--- src/rtl/fwd_ctrl.sv ---
// rtl/fwd_ctrl.sv - EX operand forwarding selects and load-use stall control
// Optional WB bypass select (11) is enabled by defining FWD_WB_BYPASS_EN.
module fwd_ctrl #(
  parameter int REG_AW      = 5,
  parameter int STALL_CNT_W = 16
) (
  input  logic                   clk_i,
  input  logic                   rst_i,
  input  logic [REG_AW-1:0]      id_rs1_i,
  input  logic [REG_AW-1:0]      id_rs2_i,
  input  logic                   id_rs1_used_i,
  input  logic                   id_rs2_used_i,
  input  logic [REG_AW-1:0]      id_rd_i,
  input  logic                   id_regwrite_i,
  input  logic                   id_memread_i,
  input  logic                   flush_i,
  output logic [1:0]             fwd_a_o,
  output logic [1:0]             fwd_b_o,
  output logic                   stall_o,
  output logic                   pc_write_o,
  output logic                   ifid_write_o,
  output logic                   idex_bubble_o,
  output logic [STALL_CNT_W-1:0] stall_cnt_o
);

  logic              r_ex_valid, r_ex_regwrite, r_ex_memread;
  logic [REG_AW-1:0] r_ex_rd;
  logic              r_mem_valid, r_mem_regwrite;
  logic [REG_AW-1:0] r_mem_rd;
  logic              r_wb_valid, r_wb_regwrite;
  logic [REG_AW-1:0] r_wb_rd;

  logic [1:0]             r_fwd_a, r_fwd_b;
  logic [STALL_CNT_W-1:0] r_stall_cnt;

  logic       w_load_hit, w_stall, w_bubble;
  logic [1:0] w_sel_a, w_sel_b;

  // Stage ages map to mux inputs: EX producer -> ALU result, MEM -> writeback, WB -> bypass reg.
  function automatic logic [1:0] fwd_sel(input logic used, input logic [REG_AW-1:0] rs);
    fwd_sel = 2'b00;
    if (used && rs != '0) begin
      if (r_ex_valid && r_ex_regwrite && r_ex_rd == rs)
        fwd_sel = 2'b10;
      else if (r_mem_valid && r_mem_regwrite && r_mem_rd == rs)
        fwd_sel = 2'b01;
`ifdef FWD_WB_BYPASS_EN
      else if (r_wb_valid && r_wb_regwrite && r_wb_rd == rs)
        fwd_sel = 2'b11;
`endif
    end
  endfunction

  always_comb begin
    w_sel_a = fwd_sel(id_rs1_used_i, id_rs1_i);
    w_sel_b = fwd_sel(id_rs2_used_i, id_rs2_i);
  end

  assign w_load_hit = r_ex_valid && r_ex_memread && (r_ex_rd != '0) &&
                      ((id_rs1_used_i && id_rs1_i == r_ex_rd) ||
                       (id_rs2_used_i && id_rs2_i == r_ex_rd));
  assign w_stall    = w_load_hit && !flush_i;
  assign w_bubble   = w_stall || flush_i;

`ifndef FWD_WB_BYPASS_EN
  logic w_unused_wb;
  assign w_unused_wb = ^{r_wb_valid, r_wb_regwrite, r_wb_rd};
`endif

  always_ff @(posedge clk_i or posedge rst_i) begin
    if (rst_i) begin
      r_ex_valid     <= 1'b0;
      r_ex_regwrite  <= 1'b0;
      r_ex_memread   <= 1'b0;
      r_ex_rd        <= '0;
      r_mem_valid    <= 1'b0;
      r_mem_regwrite <= 1'b0;
      r_mem_rd       <= '0;
      r_wb_valid     <= 1'b0;
      r_wb_regwrite  <= 1'b0;
      r_wb_rd        <= '0;
      r_fwd_a        <= 2'b00;
      r_fwd_b        <= 2'b00;
      r_stall_cnt    <= '0;
    end else begin
      r_wb_valid     <= r_mem_valid;
      r_wb_regwrite  <= r_mem_regwrite;
      r_wb_rd        <= r_mem_rd;
      r_mem_valid    <= r_ex_valid;
      r_mem_regwrite <= r_ex_regwrite;
      r_mem_rd       <= r_ex_rd;
      r_ex_valid     <= !w_bubble;
      r_ex_regwrite  <= id_regwrite_i;
      r_ex_memread   <= id_memread_i;
      r_ex_rd        <= id_rd_i;
      r_fwd_a        <= w_bubble ? 2'b00 : w_sel_a;
      r_fwd_b        <= w_bubble ? 2'b00 : w_sel_b;
      if (w_stall && !(&r_stall_cnt))
        r_stall_cnt <= r_stall_cnt + STALL_CNT_W'(1);
    end
  end

  assign fwd_a_o       = r_fwd_a;
  assign fwd_b_o       = r_fwd_b;
  assign stall_o       = w_stall;
  assign pc_write_o    = !w_stall;
  assign ifid_write_o  = !w_stall;
  assign idex_bubble_o = w_bubble;
  assign stall_cnt_o   = r_stall_cnt;

endmodule

--- config.mk ---
export PLATFORM = sky130hd
export DESIGN_NAME = fwd_ctrl
export DESIGN_NICKNAME = d
export VERILOG_FILES = /design/src/rtl/fwd_ctrl.sv
export SDC_FILE = /design/constraint.sdc
export NUM_CORES = 1
export LEC_CHECK = 0
export ABC_CLOCK_PERIOD_IN_PS = 2100
export BUFFER_PORTS_ARGS = -buffer_cell sky130_fd_sc_hd__buf_2
export CAP_MARGIN = 40
export CORE_UTILIZATION = 46
export DETAILED_ROUTE_END_ITERATION = 7
export GPL_ROUTABILITY_DRIVEN = 1
export PLACE_DENSITY = 0.73
export SETUP_SLACK_MARGIN = 0.1
export SLEW_MARGIN = 20
export SYNTH_ARGS = -nofsm -noshare
export SYNTH_HDL_FRONTEND = slang
export SYNTH_SLANG_ARGS = --single-unit
--- constraint.sdc ---
create_clock -name clk_i -period 2.1 [get_ports clk_i]
set_clock_uncertainty 0.2 [all_clocks]
set_input_delay 0.315 -clock clk_i [delete_from_list [all_inputs] [get_ports clk_i]]
set_output_delay 0.315 -clock clk_i [all_outputs]
set_load 0.01 [all_outputs]
==> out/qor.txt, run 1 <==
Total grt overflow - 0
Vias in the first global route - 1574
Synthesized-area fraction occupied by adder cells - 0.736%
Fin crit share - 119%
Synth warn - 0
Startpoint types - flop
Largest family of logic cells by synthesized area - simple AND/OR/NAND/NOR gates
Clock transition at the registers of the reported paths - 0.07 ns
Setup TNS - -3.04 ns
IO buf count - 45
CTS max path bufs - 2
Worst path cell trace - or4_4, o211ai_4, buf_4, buf_6, nor2_4, nand2_2, inv_2, buf_6
Clk root buf - clkbuf_8
First-pass GRT wire length - 7270 um
CTS tree - yes
Fmax - 401 MHz
Synthesized flop and latch total - 35
Rel. slew slack - 63.2%
Critical Path End Type - output pin
Largest net degree at the start of global routing - 36
Number of flops mapped to enable cells by yosys - 0
Routed len/inst - 17.1 um
Final hold vios - 0
N_diodes - 0
Kind of critical path - flop to output pin
Final setup vio count - 16
Simple-gate area share of the yosys netlist - 25.0%
Clk_lat worst skew - 0.29 ns
Mean Syn Cell Area - 10.8 sq um
Worst hold-check path type - flop to flop
Post-synth cell types - 33
I/O pin cnt - 46
Via count - 1588
Mapped Area - 1700 sq um
# DRC - 0
Initial Util - 49.4%
Critical Path RT - 1.58 ns
Worst Path Max Fanout - 3
GRT Total Usage - 24.3%
Synth Area in Compound Gates - 1.91%
CORE AREA - 3440 sq um
Synth Instances - 157
XOR/XNOR Fraction of Synth Area - 17.0%
Yosys top cell area share - 51.5%
Seq/Total Area, Yosys - 51.5%
Dpl hpwl - 2780 um
Max stage delay on crit path - 0.56 ns
Final Slew Violations - 0
Top cells by area, synth - dfrtp_1 52%, xnor2_1 8.8%, xor2_1 8.2%
Commonest cells in the netlist - 35 x dfrtp_1, 17 x xnor2_1, 16 x xor2_1, 13 x nand2_1, 13 x nor2_1
CP dominant cell by count - buf_6
Status - finished with violations
CTS Buf Count - 5
Synth area leader - dfrtp_1
Die span in y - 62.8 um
Share of layout cells above drive strength 1 - 47.7%
Max Cap Violations - 0
Leak - 1.17 nW
Antenna violations before repair - 0
Detailed Route WL - 4920 um
Drt via density - 5.53
Final Util - 76.5%
Pwr Density - 531 nW/um^2
Clock sink total - 35
Routed Antenna Nets - 0
GPL Wtd Cong - 0.946
Violated checks - setup timing
Fin worst setup slack - -0.392 ns
Peak supply drop - 0.000407 V
Post-layout minimum cycle time - 2.49 ns
# rows - 21
Synth-to-layout area growth - 54.9%
Die X - 62.8 um
Synth Flop Type - dfrtp_1
RSZ-0062 raised after global routing - true
Detailed Routing Iterations Pass 1 - 4
FFs w/ async S/R, synth - 100%
Top-count cell post-synth - dfrtp_1
WP buf/inv - 4
Crit path max-delay cell type - or4_4
H-Tree Depth - 2
Fin nets - 263
Worst EP arrival - 1.98 ns
Mux cell area share after synthesis - 2.21%
Top delay family on crit path - simple AND/OR/NAND/NOR gates
Worst-margin pin slew - 0.547 ns
Synth Net Count - 180
Starting DRT DRC Count - 135
Die ar. - 3940 sq um
[metal layers]
layer	vias up	routed length (um)	GRT usage, %
met5	-	0	0
met1	768	1820	27.7
li1	708	-	-
met4	0	242	11.6
met2	88	2540	43.2
met3	24	322	5.11
[cell usage in the layout (no fill, tap or decap), drive strengths merged, types with 2 or more instances in the layout]
cell / n
nand4: 8
inv: 3
buf: 70
or4: 4
clkbuf: 8
dfrtp: 35
o21ai: 2
nor4: 6
xor2: 16
nor2: 14
mux2: 3
and3: 2
nand3b: 2
nand2: 13
nand3: 10
dlygate4sd3: 8
and3b: 2
nor3b: 4
nand4b: 2
nor3: 3
xnor2: 17
nor2b: 2
[worst paths after layout]
check,from,to,slack (ns),cells past startpoint
setup / recovery,r_ex_rd[1],stall_o,-0.39,8
hold / removal,r_ex_regwrite,r_mem_regwrite,0.20,0
setup reg to reg,r_ex_rd[1],stall_cnt_o[1],-0.31,9
hold reg to reg,r_ex_regwrite,r_mem_regwrite,0.20,0
max in group asynchronous,rst_i,r_ex_rd[0],0.92,4
min in group asynchronous,rst_i,stall_cnt_o[0],0.46,4
[logic make-up (layout without fill, tap and decap cells)]
group,Yosys count,count (layout)
buffers and inverters,6,90
DFF,35,35
muxes,3,3
xor gates and xnor gates,33,33
adders and majority gates,1,1
and+or+nand+nor,75,75
AOI/OAI and AO/OA,4,4
[power breakdown]
| group | switching [mW] | internal (mW) | total [mW] |
|---|---|---|---|
| combinational | 0.109 | 0.112 | 0.220 |
| sequential | 0.0230 | 0.696 | 0.719 |
| clock | 0.227 | 0.232 | 0.459 |
[sequential cells by signal (all words and copies together) (netlist names)]
| name | count |
|---|---|
| stall_cnt_o | 16 |
| fwd_b_o | 2 |
| r_ex_regwrite | 1 |
| r_ex_memread | 1 |
| r_ex_valid | 1 |
| fwd_a_o | 2 |
| r_mem_regwrite | 1 |
| r_mem_valid | 1 |
| r_ex_rd | 5 |
| r_mem_rd | 5 |
[area by class of cell]
type	instances	area, sq um
fillers	213	810
flip-flops and latches	35	878
multi-input cells	116	1010
well taps	46	57.6
clock buffers	7	76.3
clock inverters	1	5.00
repair buffers	79	592
inverters	3	11.3
[stage by stage]
step / setup slack (ns) / power, mW / hold WS [ns] / cells / cell area, sq um
finish: -0.392 / 1.40 / 0.203 / 287 / 2630
global route: -0.445 / 1.46 / 0.214 / 287 / 2630
CTS: -0.329 / 1.36 / 0.198 / 279 / 2400
detailed placement: -0.0357 / 0.867 / 0.175 / 256 / 2050
global placement: -0.0309 / 0.862 / 0.172 / 256 / 2050
floorplan: 0.00348 / 0.799 / 0.146 / 157 / 1700
[timing repair]
| action | CTS | global route |
|---|---|---|
| setup endpoints to repair | 10 | 24 |
| endpoints found under the hold margin | 42 | 0 |
| hold buffers | 8 | 0 |
| gates cloned | 0 | 1 |
| pin swaps | 11 | 19 |
| setup buffers | 7 | 9 |
| resized for setup | 27 | 30 |
Power figures use the tool's default switching activity.
==> run 2: changes to the inputs <==
--- a/config.mk
+++ b/config.mk
@@ -9,6 +9,7 @@
 export BUFFER_PORTS_ARGS = -buffer_cell sky130_fd_sc_hd__buf_2
 export CAP_MARGIN = 40
 export CORE_UTILIZATION = 46
+export CTS_BUF_LIST = sky130_fd_sc_hd__clkbuf_8
 export DETAILED_ROUTE_END_ITERATION = 7
 export GPL_ROUTABILITY_DRIVEN = 1
 export PLACE_DENSITY = 0.73
==> run 2 against run 1 <==
Against the previous run: highest routed layer unchanged; non-clock buffer count stayed put; routed wire length is 0.20% higher; the flow still finishes with violations (setup timing); sequential power hardly changed; critical path type unchanged.
==> out/qor.txt, run 2 (same netlist as run 1, synthesis figures left out) <==
Synth-to-layout area growth - 54.5% (was 54.9%)
Max Cap Violations - 0 (unchanged)
CORE AREA - 3440 sq um (unchanged)
Commonest non-fill, non-tap cells in the layout - 41 x buf_2, 33 x dfrtp_1, 17 x xnor2_1 (unchanged)
# rows - 21 (unchanged)
Critical Path RT - 1.58 ns (about the same)
First-pass GRT wire length - 7240 um (was 7270 um)
Final Slew Violations - 0 (unchanged)
Die X - 62.8 um (unchanged)
CTS tree - yes (unchanged)
Worst path cell trace - or4_4, o211ai_4, and2b_4, or2_4, buf_6 (was or4_4, o211ai_4, buf_4, buf_6, nor2_4, nand2_2, inv_2, buf_6)
Drt via density - 5.60 (was 5.53)
Dpl cells - 256 (unchanged)
Detailed Route WL - 4930 um (was 4920 um)
Storage element area - 878 sq um (unchanged)
Total grt overflow - 0 (unchanged)
Status - finished with violations (unchanged)
Fillers - 221 (was 213)
Layout Cells excl Fill - 287 (unchanged)
Crit path max-delay cell type - or4_4 (unchanged)
Clk_lat worst skew - 0.29 ns (about the same)
Clock sink total - 35 (unchanged)
Top Layer Used - met4 (unchanged)
Fin worst setup slack - -0.386 ns (was -0.392 ns)
CTS Buf Count - 5 (unchanged)
Leak - 1.18 nW (was 1.17 nW)
Pwr Density - 528 nW/um^2 (was 531 nW/um^2)
Clk root buf - clkbuf_8 (unchanged)
I/O pin cnt - 46 (unchanged)
Share of layout cells above drive strength 1 - 46.9% (was 47.7%)
Kind of critical path - flop to output pin (unchanged)
Peak supply drop - 0.000412 V (was 0.000407 V)
CTS max path bufs - 2 (unchanged)
CP Launch Point - r_ex_rd[1] (unchanged)
Met2 wire length - 2520 um (was 2540 um)
Area of the multi-input gates - 997 sq um (was 1010 sq um)
Final Util - 76.3% (was 76.5%)
Worst-margin pin slew - 0.547 ns (about the same)
Fmax - 402 MHz (was 401 MHz)
R2R Path Start - r_ex_rd[1] (unchanged)
Starting DRT DRC Count - 97 (was 135)
Rel. slew slack - 63.2% (about the same)
Pre-CTS setup slack - -0.0357 ns (unchanged)
R2r endpoint - stall_cnt_o[1] (unchanged)
Initial Util - 49.4% (unchanged)
Violated checks - setup timing (unchanged)
Via count - 1607 (was 1588)
Crit path to - idex_bubble_o (was stall_o)
Final setup vio count - 16 (unchanged)
Largest net degree at the start of global routing - 36 (unchanged)
IO buf count - 45 (unchanged)
Detailed Routing Iterations Pass 1 - 4 (unchanged)
Final hold vios - 0 (unchanged)
# DRC - 0 (unchanged)
Routed len/inst - 17.2 um (was 17.1 um)
Cells on worst reg2reg path - 9 (unchanged)
N_diodes - 0 (unchanged)
Die ar. - 3940 sq um (unchanged)
Routed Antenna Nets - 0 (unchanged)
Antenna violations before repair - 0 (unchanged)
Vias in the first global route - 1583 (was 1574)
Most common cell after layout, fill and taps aside - buf_2 (unchanged)
M1 WL - 1910 um (was 1820 um)
GPL Wtd Cong - 0.946 (unchanged)
Hold WS - 0.194 ns (was 0.203 ns)
Worst EP arrival - 1.97 ns (was 1.98 ns)
H-Tree Depth - 2 (unchanged)
Critical Path End Type - output pin (unchanged)
GRT Total Usage - 24.2% (was 24.3%)
Post-layout minimum cycle time - 2.49 ns (about the same)
Die span in y - 62.8 um (unchanged)
Clock transition at the registers of the reported paths - 0.06 ns (was 0.07 ns)
Startpoint types - flop (unchanged)
Fin crit share - 118% (was 119%)
Max stage delay on crit path - 0.56 ns (about the same)
Fin nets - 263 (unchanged)
Worst Path Max Fanout - 2 (was 3)
Max reg flops - 16 (unchanged)
RSZ-0062 raised after global routing - true (unchanged)
Worst hold-check path type - flop to flop (unchanged)
Dpl hpwl - 2780 um (unchanged)
Met3 routed WL - 281 um (was 322 um)
R2R setup slack - -0.27 ns (was -0.31 ns)
## run 2: cell types whose count changed in the layout (fill, tap and decap cells not counted), sizes merged
cell / previous run / this run
inv: 3 / 5
clkbuf: 8 / 6
## run 2: area by class of cell
class / count / share of cell area (%)
Multi-Input combinational cell: 116 / 38.0
Sequential cell: 35 / 33.5
Timing Repair Buffer: 79 / 22.8
Clock buffer: 5 / 2.62
Tap cell: 46 / 2.19
Clock inverter: 3 / 0.477
Inverter: 3 / 0.429
## run 2: metrics by stage
step | instance area (sq um) | TNS, ns | power, mW
after floorplan | 1700 | 0 | 0.799
after global placement | 2050 | -0.0309 | 0.862
after detailed placement | 2050 | -0.0357 | 0.867
after CTS | 2390 | -1.10 | 1.35
after global routing | 2630 | -4.10 | 1.45
final | 2630 | -2.73 | 1.39
## run 2: worst min-delay path by stage
stage,start,end,slack [ns],cells past startpoint
finish,r_ex_regwrite,r_mem_regwrite,0.19,0
global route,r_ex_regwrite,r_mem_regwrite,0.21,0
CTS,flush_i,fwd_a_o[1],0.18,4
detailed placement,r_ex_regwrite,r_mem_regwrite,0.17,0
global placement,r_ex_regwrite,r_mem_regwrite,0.17,0
floorplan,id_memread_i,r_ex_memread,0.15,0
## run 2: worst max-delay path, delay by kind of cell (launching register included)
| kind | cells | cell delay (ns) |
|---|---|---|
| flip-flops | 1 | 0.38 |
| AND/OR/NAND/NOR | 3 | 1.00 |
| buffers and inverters | 1 | 0.12 |
| AO/OA/AOI/OAI | 1 | 0.18 |
## run 2: report_power, final
group	switching (mW)	internal (mW)	total (mW)
clock	0.230	0.223	0.453
combinational	0.105	0.110	0.215
sequential	0.0238	0.696	0.719
total	0.359	1.03	1.39
## run 2: repair_timing
item	CTS	global route
hold endpoints to repair	42	0
buffers inserted	7	9
pin swaps	11	18
gates resized for setup	26	31
hold buffers	8	0
gates cloned	0	1
setup endpoints to repair	10	24
## run 2: routing by layer
layer | vias to the layer above | GRT usage (%)
met4 | 0 | 13.1
li1 | 710 | -
met2 | 83 | 42.0
met1 | 789 | 27.7
met3 | 25 | 5.29
met5 | - | 0
==> run 3: changes to the inputs <==
--- a/config.mk
+++ b/config.mk
@@ -8,11 +8,11 @@
 export ABC_CLOCK_PERIOD_IN_PS = 2100
 export BUFFER_PORTS_ARGS = -buffer_cell sky130_fd_sc_hd__buf_2
 export CAP_MARGIN = 40
-export CORE_UTILIZATION = 46
+export CORE_UTILIZATION = 35
 export CTS_BUF_LIST = sky130_fd_sc_hd__clkbuf_8
 export DETAILED_ROUTE_END_ITERATION = 7
 export GPL_ROUTABILITY_DRIVEN = 1
-export PLACE_DENSITY = 0.73
+export PLACE_DENSITY = 0.58
 export SETUP_SLACK_MARGIN = 0.1
 export SLEW_MARGIN = 20
 export SYNTH_ARGS = -nofsm -noshare
==> run 3 against run 2 <==
Against the previous run: the flow still finishes with violations (setup timing); first-iteration DRC count fell by 41%; worst setup slack improved by 0.061 ns; final area is 5.1% lower; sequential share of layout area grew 1.7 points; combinational power decreased by 15%; total power shrank 2.7%; utilization decreased by 21 points; flip-flop and latch count did not move; largest cell class unchanged; final cell count unchanged; hold slack better by 0.0020 ns.
==> out/qor.txt, run 3 (same netlist as run 1, synthesis figures left out) <==
Initial Util - 37.7% (was 49.4%)
RSZ-0062 raised after global routing - true (unchanged)
Vias in the first global route - 1395 (was 1583)
Status - finished with violations (unchanged)
Max Cap Violations - 0 (unchanged)
Clock sink total - 35 (unchanged)
Most common cell after layout, fill and taps aside - buf_2 (unchanged)
IO buf count - 45 (unchanged)
Die ar. - 5140 sq um (was 3940 sq um)
Fillers - 421 (was 221)
Fin worst setup slack - -0.326 ns (was -0.386 ns)
CORE AREA - 4500 sq um (was 3440 sq um)
Detailed Route WL - 3990 um (was 4930 um)
Fin crit share - 116% (was 118%)
GPL Wtd Cong - 0.846 (was 0.946)
Final Util - 55.3% (was 76.3%)
Pre-CTS setup slack - -0.0361 ns (was -0.0357 ns)
Startpoint types - flop (unchanged)
Pwr Density - 542 nW/um^2 (was 528 nW/um^2)
# DRC - 0 (unchanged)
Worst-margin pin slew - 0.439 ns (was 0.547 ns)
Worst EP arrival - 1.91 ns (was 1.97 ns)
CTS Buf Count - 5 (unchanged)
Dpl hpwl - 2820 um (was 2780 um)
Via count - 1428 (was 1607)
Max reg flops - 16 (unchanged)
Violated checks - setup timing (unchanged)
First-pass GRT wire length - 6510 um (was 7240 um)
Clk_lat worst skew - 0.29 ns (about the same)
Fmax - 412 MHz (was 402 MHz)
I/O pin cnt - 46 (unchanged)
Starting DRT DRC Count - 57 (was 97)
Drt via density - 4.98 (was 5.60)
GRT Total Usage - 16.5% (was 24.2%)
Largest net degree at the start of global routing - 36 (unchanged)
Kind of critical path - flop to output pin (unchanged)
Commonest non-fill, non-tap cells in the layout - 42 x buf_2, 35 x dfrtp_1, 17 x xnor2_1 (was 41 x buf_2, 33 x dfrtp_1, 17 x xnor2_1)
Die X - 71.7 um (was 62.8 um)
Critical Path End Type - output pin (unchanged)
CTS max path bufs - 2 (unchanged)
Final hold vios - 0 (unchanged)
Share of layout cells above drive strength 1 - 39.6% (was 46.9%)
Synth-to-layout area growth - 46.5% (was 54.5%)
Worst Path Max Fanout - 2 (unchanged)
Antenna violations before repair - 0 (unchanged)
Final Slew Violations - 0 (unchanged)
# rows - 24 (was 21)
N_diodes - 0 (unchanged)
CTS tree - yes (unchanged)
Final setup vio count - 9 (was 16)
H-Tree Depth - 2 (unchanged)
Routed Antenna Nets - 0 (unchanged)
Rel. slew slack - 70.7% (was 63.2%)
Post-layout minimum cycle time - 2.43 ns (was 2.49 ns)
Routed len/inst - 13.9 um (was 17.2 um)
Clock transition at the registers of the reported paths - 0.06 ns (about the same)
Fin nets - 257 (was 263)
Detailed Routing Iterations Pass 1 - 4 (unchanged)
Peak supply drop - 0.000393 V (was 0.000412 V)
Clk root buf - clkbuf_8 (unchanged)
Critical Path RT - 1.58 ns (about the same)
Worst hold-check path type - flop to flop (unchanged)
Total grt overflow - 0 (unchanged)
Die span in y - 71.7 um (was 62.8 um)
Leak - 1.16 nW (was 1.18 nW)
run 3: cell types whose count changed in the layout (fill, tap and decap cells not counted), sizes merged:
cell    delta
clkbuf     -1
buf        -5
run 3: stage by stage:
| stage | instances | cell area [sq um] | hold WS, ns | TNS, ns | power (mW) |
|---|---|---|---|---|---|
| after CTS | 287 | 2370 | 0.192 | -1.37 | 1.35 |
| final | 287 | 2490 | 0.196 | -1.54 | 1.35 |
| after detailed placement | 266 | 2100 | 0.175 | -0.0361 | 0.874 |
| after floorplan | 157 | 1700 | 0.146 | 0 | 0.799 |
| after global placement | 266 | 2100 | 0.182 | -0.0274 | 0.873 |
| after global routing | 287 | 2490 | 0.211 | -2.35 | 1.41 |
run 3: critical path, stage by stage, from the launching register on:
cell and delay [ns]:
dfrtp_1 0.39, or4_4 0.53, o211ai_2 0.17, and2b_4 0.21
or2_4 0.23, buf_6 0.12
run 3: path summary, 6_finish.rpt:
| path | start | slack (ns) | cells after the start | to |
|---|---|---|---|---|
| min reg2reg | r_ex_regwrite | 0.20 | 0 | r_mem_regwrite |
| min | r_ex_regwrite | 0.20 | 0 | r_mem_regwrite |
| max | r_ex_rd[2] | -0.33 | 5 | idex_bubble_o |
| max in group asynchronous | rst_i | 0.91 | 4 | r_mem_regwrite |
| max reg2reg | r_ex_rd[2] | -0.20 | 9 | stall_cnt_o[1] |
| min in group asynchronous | rst_i | 0.47 | 4 | stall_cnt_o[0] |
run 3: report_power, final:
part	leakage (nW)	switching (mW)	internal, mW
clock	0.0505	0.229	0.223
combinational	0.659	0.0893	0.0933
sequential	0.454	0.0206	0.695
run 3: final cells by class:
class                      instances  area [sq um]  area share (%)
sequential                        35           876            35.2
inverter                           3          11.3           0.452
timing repair buffer              73           520            20.9
clock inverter                     3          12.5           0.503
tap                               52          65.1            2.61
clock buffer                       5          68.8            2.76
multi-input combinational        116           936            37.6
run 3: repair_timing:
action	CTS	global route
buffers inserted	5	2
endpoints found under the hold margin	42	0
endpoints found under the setup margin	9	22
hold buffers	8	0
resized for setup	15	21
pin swaps	11	8
run 3: metal layers:
metal / wire [um] / GRT usage (%)
met1: 1850 / 22.4
met2: 2000 / 26.0
met3: 95 / 3.80
met4: 47 / 5.88
met5: 0 / 0
